--- src/rtl/hilo_mult_unit.sv ---
// HI/LO register file plus iterative 32x32 signed/unsigned multiplier for the EX stage.
// Retires RADIX_BITS multiplier bits per cycle; stalls dependent HI/LO instructions while in flight.
module hilo_mult_unit #(
  parameter int RADIX_BITS = 1
) (
  input  logic        Clk,
  input  logic        Rst,
  input  logic        InValid,
  input  logic [4:0]  ALUCtl,
  input  logic        HiLoWrite,
  input  logic [31:0] A,
  input  logic [31:0] B,
  output logic [31:0] HiOut,
  output logic [31:0] LoOut,
  output logic [31:0] MulResult,
  output logic        ResultValid,
  output logic        Busy,
  output logic        Stall,
  output logic [1:0]  dbg_state
);
  localparam int N = 32 / RADIX_BITS;

  localparam logic [4:0] OP_MULT  = 5'b00101;
  localparam logic [4:0] OP_MULTU = 5'b01110;
  localparam logic [4:0] OP_MADD  = 5'b01100;
  localparam logic [4:0] OP_MSUB  = 5'b01101;
  localparam logic [4:0] OP_MUL   = 5'b11000;
  localparam logic [4:0] OP_MTHI  = 5'b10001;
  localparam logic [4:0] OP_MTLO  = 5'b10011;
  localparam logic [4:0] OP_MFHI  = 5'b10000;
  localparam logic [4:0] OP_MFLO  = 5'b10010;

  typedef enum logic [1:0] {
    S_IDLE = 2'd0,
    S_MUL  = 2'd1,
    S_DONE = 2'd2
  } state_t;

  state_t      state_q, state_d;
  logic [5:0]  cnt_q, cnt_d;
  logic [4:0]  op_q, op_d;
  logic        neg_q, neg_d;
  logic [63:0] a_q, a_d;
  logic [63:0] acc_q, acc_d;
  logic [31:0] b_q, b_d;
  logic [31:0] hi_q, hi_d;
  logic [31:0] lo_q, lo_d;
  logic [31:0] mul_result_q, mul_result_d;

  logic        is_mulop, is_mt, is_mf, is_signed;
  logic [31:0] a_mag, b_mag;
  logic [63:0] partial, sum, product;

  always_comb begin
    is_mulop  = HiLoWrite && (ALUCtl inside {OP_MULT, OP_MULTU, OP_MADD, OP_MSUB, OP_MUL});
    is_mt     = HiLoWrite && (ALUCtl == OP_MTHI || ALUCtl == OP_MTLO);
    is_mf     = !HiLoWrite && (ALUCtl == OP_MFHI || ALUCtl == OP_MFLO);
    is_signed = (ALUCtl != OP_MULTU);
    a_mag     = (is_signed && A[31]) ? (~A + 32'd1) : A;
    b_mag     = (is_signed && B[31]) ? (~B + 32'd1) : B;

    // One shift-add step; product is only meaningful on the final step.
    partial = a_q * {{(64-RADIX_BITS){1'b0}}, b_q[RADIX_BITS-1:0]};
    sum     = acc_q + partial;
    product = neg_q ? (~sum + 64'd1) : sum;

    state_d      = state_q;
    cnt_d        = cnt_q;
    op_d         = op_q;
    neg_d        = neg_q;
    a_d          = a_q;
    acc_d        = acc_q;
    b_d          = b_q;
    hi_d         = hi_q;
    lo_d         = lo_q;
    mul_result_d = mul_result_q;
    Stall        = 1'b0;

    case (state_q)
      S_IDLE: begin
        if (InValid && is_mulop) begin
          a_d     = {32'd0, a_mag};
          b_d     = b_mag;
          acc_d   = 64'd0;
          neg_d   = is_signed && (A[31] ^ B[31]);
          op_d    = ALUCtl;
          cnt_d   = 6'(N);
          state_d = S_MUL;
          Stall   = (ALUCtl == OP_MUL);
        end else if (InValid && is_mt) begin
          if (ALUCtl == OP_MTHI) hi_d = A;
          else                   lo_d = A;
        end
      end
      S_MUL: begin
        // Any HI/LO consumer waits, including the blocking mul itself.
        Stall = InValid && (is_mulop || is_mt || is_mf);
        acc_d = sum;
        a_d   = a_q << RADIX_BITS;
        b_d   = b_q >> RADIX_BITS;
        cnt_d = cnt_q - 6'd1;
        if (cnt_q == 6'd1) begin
          case (op_q)
            OP_MADD: {hi_d, lo_d} = {hi_q, lo_q} + product;
            OP_MSUB: {hi_d, lo_d} = {hi_q, lo_q} - product;
            OP_MUL:  mul_result_d = product[31:0];
            default: {hi_d, lo_d} = product;
          endcase
          state_d = (op_q == OP_MUL) ? S_DONE : S_IDLE;
        end
      end
      S_DONE:  state_d = S_IDLE;
      default: state_d = S_IDLE;
    endcase
  end

  always_ff @(posedge Clk or posedge Rst) begin
    if (Rst) begin
      state_q      <= S_IDLE;
      cnt_q        <= 6'd0;
      op_q         <= 5'd0;
      neg_q        <= 1'b0;
      a_q          <= 64'd0;
      acc_q        <= 64'd0;
      b_q          <= 32'd0;
      hi_q         <= 32'd0;
      lo_q         <= 32'd0;
      mul_result_q <= 32'd0;
    end else begin
      state_q      <= state_d;
      cnt_q        <= cnt_d;
      op_q         <= op_d;
      neg_q        <= neg_d;
      a_q          <= a_d;
      acc_q        <= acc_d;
      b_q          <= b_d;
      hi_q         <= hi_d;
      lo_q         <= lo_d;
      mul_result_q <= mul_result_d;
    end
  end

  assign HiOut       = hi_q;
  assign LoOut       = lo_q;
  assign MulResult   = mul_result_q;
  assign ResultValid = (state_q == S_DONE);
  assign Busy        = (state_q == S_MUL);
  assign dbg_state   = state_q;

endmodule

--- config.mk ---
export PLATFORM = sky130hd
export DESIGN_NAME = hilo_mult_unit
export DESIGN_NICKNAME = d
export VERILOG_FILES = /design/src/rtl/hilo_mult_unit.sv
export SDC_FILE = /design/constraint.sdc
export NUM_CORES = 1
export LEC_CHECK = 0
export CAP_MARGIN = 10
export CORE_UTILIZATION = 41
export DETAILED_ROUTE_END_ITERATION = 8
export SLEW_MARGIN = 30
export SYNTH_ARGS = -nofsm -noshare
export SYNTH_HDL_FRONTEND = slang
export SYNTH_SLANG_ARGS = --single-unit
--- constraint.sdc ---
create_clock -name Clk -period 11.1 [get_ports Clk]
set_clock_uncertainty 0.2 [all_clocks]
set_input_delay 2.22 -clock Clk [delete_from_list [all_inputs] [get_ports Clk]]
set_output_delay 2.22 -clock Clk [all_outputs]
set_load 0.02 [all_outputs]
==> flow_metrics.env <==
export IMPL_p_per_area_nw_per_um2=78.3
export IMPL_synth_cell_types=93
export IMPL_r2r_end="HiOut[29]"
export IMPL_ios=174
export IMPL_start_util_pct=41.8
export IMPL_hold_viol_final=0
export IMPL_io_buffers=173
export IMPL_multi_input_area_um2=18900
export IMPL_synth_edf_count=0
export IMPL_area_growth_pct=13.3
export IMPL_cts_max_path_buffers=3
export IMPL_rows=93
export IMPL_fp_dieW_um=259
export IMPL_cts_resized=0
export IMPL_leakage_nw=13.2
export IMPL_r2r_cells=26
export IMPL_cts_sinks=270
export IMPL_fmax_ghz=0.0980
export IMPL_synth_warnings=0
export IMPL_status="finished clean"
export IMPL_grt_setup_unrepaired="false"
export IMPL_grt_overflow=0
export IMPL_syn_num_nets=3934
export IMPL_vdd_ir_drop_max_uv=86.0
export IMPL_place_gp_congestion=1.01
export IMPL_die_h_um=259
export IMPL_htree_levels=2
export IMPL_setup_tns_final_ps=0
export IMPL_avgSynthCellArea_um2=7.41
export IMPL_min_to="cnt_q[5]"
export IMPL_grt_max_degree=88
export IMPL_grt_pass1_vias=25800
export IMPL_cts_tree="built"
export IMPL_ys_async_sr_fraction_pct=100
export IMPL_cts_root_buf="clkbuf_16"
export IMPL_hpwl_um=79100
export IMPL_syn_area_um2=27100
export IMPL_r2r_slack_ps=890
export IMPL_drive_above_1_share_pct=4.16
export IMPL_period_needed_ps=10210
export IMPL_critPathMaxFanout=9
export IMPL_hold_start="cnt_q[5]"
export IMPL_wirelength_um=104000
export IMPL_grt_usage_pct=30.2
export IMPL_grt_antenna_before_repair=1
export IMPL_cp_required_ps=11300
export IMPL_wl_per_cell_um=22.9
export IMPL_drtPass1Iterations=6
export IMPL_cp_end_kind="flip-flop"
export IMPL_worstSkewPairLatency_ps=560
export IMPL_nets=3965
export IMPL_hold_buffers=0
export IMPL_via_per_inst=6.18
export IMPL_startpoint_type="flip-flop"
export IMPL_cp_data_arrival_time_ps=10400
export IMPL_reg2reg_from="b_q[0]"
export IMPL_drv_cap=0
export IMPL_synth_seq_cells=270
export IMPL_clk_pin_slew_ps=70
export IMPL_layout_worst_path_cycle_share_pct=91.9
export IMPL_mostFrequentLayoutCells="nand2_1 (417), o21ai_0 (386), a21oi_1 (344)"
export IMPL_design_area_um2=30700
export IMPL_dieArea_um2=67000
export IMPL_criticalPathCategory="flip-flop to flip-flop"
export IMPL_total_power_mw=2.40
export IMPL_dpl_instance_area_um2=29400
export IMPL_drtIter0Drc=2727
export IMPL_netlist_instances=3650
export IMPL_drc=0
export IMPL_slew_violations=0
export IMPL_cts_setup_buffers=0
export IMPL_min_path_type="flip-flop to flip-flop"
export IMPL_finalSetupViolations=0
export IMPL_seq_area_frac_synth_pct=25.0
export IMPL_seqCellArea_um2=6760
export IMPL_hold_worst_slack_ps=270
export IMPL_grt_pass1_wl_um=158000
export IMPL_vias=28200
export IMPL_timing_worst_slew_pin_value_ps=1020
export IMPL_relSlewSlack_pct=31.8
export IMPL_hold_path_cell_count=1
export IMPL_mostFrequentLayoutCell="nand2_1"
export IMPL_synth_ff_type="dfrtp_1"
export IMPL_cts_buffers_inserted=34
export IMPL_core_area_um2=64800
export IMPL_antenna_left=0
export IMPL_fillers=6543
cells in the mapped netlist, drive strengths merged, types with 46 or more instances:
| master | count | share of area, % |
|---|---|---|
| a211oi | 67 | 1.9 |
| o21ai | 395 | 7.3 |
| clkbuf | 187 | 2.6 |
| a31oi | 48 | 1.1 |
| nand3 | 130 | 2.4 |
| and2 | 80 | 1.8 |
| nor3 | 94 | 1.8 |
| nand2 | 418 | 5.8 |
| inv | 165 | 2.3 |
| nor2 | 298 | 4.1 |
| xnor2 | 123 | 4.0 |
| o31ai | 50 | 1.4 |
| a21o | 46 | 1.3 |
| dfrtp | 270 | 25 |
| xor2 | 85 | 2.8 |
| a21oi | 348 | 6.5 |
| ha | 208 | 9.6 |
final cells by class:
| class | count | share of cell area, % |
|---|---|---|
| multi-input cells | 2999 | 61.7 |
| clock buffers | 48 | 3.28 |
| flip-flops and latches | 270 | 22.1 |
| clock inverters | 11 | 0.771 |
| repair buffers | 210 | 6.60 |
| inverters | 166 | 2.07 |
| diodes | 1 | 0.00816 |
| well taps | 855 | 3.49 |
per-layer routing:
metal / track usage [%] / share of wire, % / up-vias
met5: 0 / 0 / -
met1: 45.0 / 47 / 13500
met3: 3.74 / 7.8 / 167
li1: - / - / 13300
met4: 11.9 / 4.2 / 0
met2: 43.9 / 41 / 1192
worst max path at each step:
stage	depth (start not counted)	from	slack, ps	to
floorplan	1	Rst	1240	HiOut[0]
global placement	26	b_q[0]	870	HiOut[29]
detailed placement	26	b_q[0]	1110	HiOut[29]
CTS	26	b_q[0]	1030	HiOut[29]
global route	27	b_q[0]	500	HiOut[29]
finish	26	b_q[0]	890	HiOut[29]
metrics by stage:
| stage | setup slack [ps] | std cells | util [%] |
|---|---|---|---|
| 2_1_floorplan | 1240 | 3650 | - |
| 3_3_place_gp | 867 | 4499 | 45.3 |
| 3_5_place_dp | 1110 | 4499 | 45.3 |
| 4_1_cts | 1030 | 4558 | 47.2 |
| 5_1_grt | 499 | 4559 | 47.3 |
| 6_report | 894 | 4560 | 47.3 |
worst max-delay path: stages (launching register included):
cell       delay (ps)
dfrtp_1           450
and2_1            170
ha_1              220
fa_1              450
a211oi_2          460
o211ai_4          230
a211oi_1          690
nand3_1           200
nor4_1            430
nand2_1           120
or4_1             680
nor2_1            490
a41oi_1           230
xnor2_1           520
ha_1              390
nand2_1           140
or4_1             480
or4_1             540
a2111oi_1         820
nor3_1            340
a21oi_1           410
a21boi_0          290
o31ai_1           370
a31oi_1           130
a211oi_1          320
xnor2_1           160
a21oi_1            90
logic make-up (layout without fill, tap and decap cells):
logic type / after synthesis / in the layout / share of synthesized area (%)
AO/OA/AOI/OAI: 1285 / 1285 / 30.0
AND/OR/NAND/NOR: 1277 / 1277 / 22.4
buffers and inverters: 381 / 435 / 5.35
flip-flops: 270 / 270 / 25.0
adder cells (fa/ha/maj): 211 / 211 / 9.84
XOR/XNOR: 208 / 208 / 6.73
multiplexers: 18 / 18 / 0.666
other: 0 / 1 / 0
power breakdown:
part / leakage [nW] / internal [mW] / switching, mW
Combinational: 9.17 / 0.0513 / 0.0875
Sequential: 3.46 / 0.985 / 0.00102
Clock: 0.606 / 0.792 / 0.483
state kept, by name, summed over array words and instances, names as in the netlist:
| signal | count |
|---|---|
| a_q | 64 |
| MulResult | 32 |
| dbg_state | 2 |
| neg_q | 1 |
| HiOut | 32 |
| cnt_q | 6 |
| op_q | 5 |
| b_q | 32 |
| LoOut | 32 |
| acc_q | 64 |
Power figures use the tool's default switching activity.
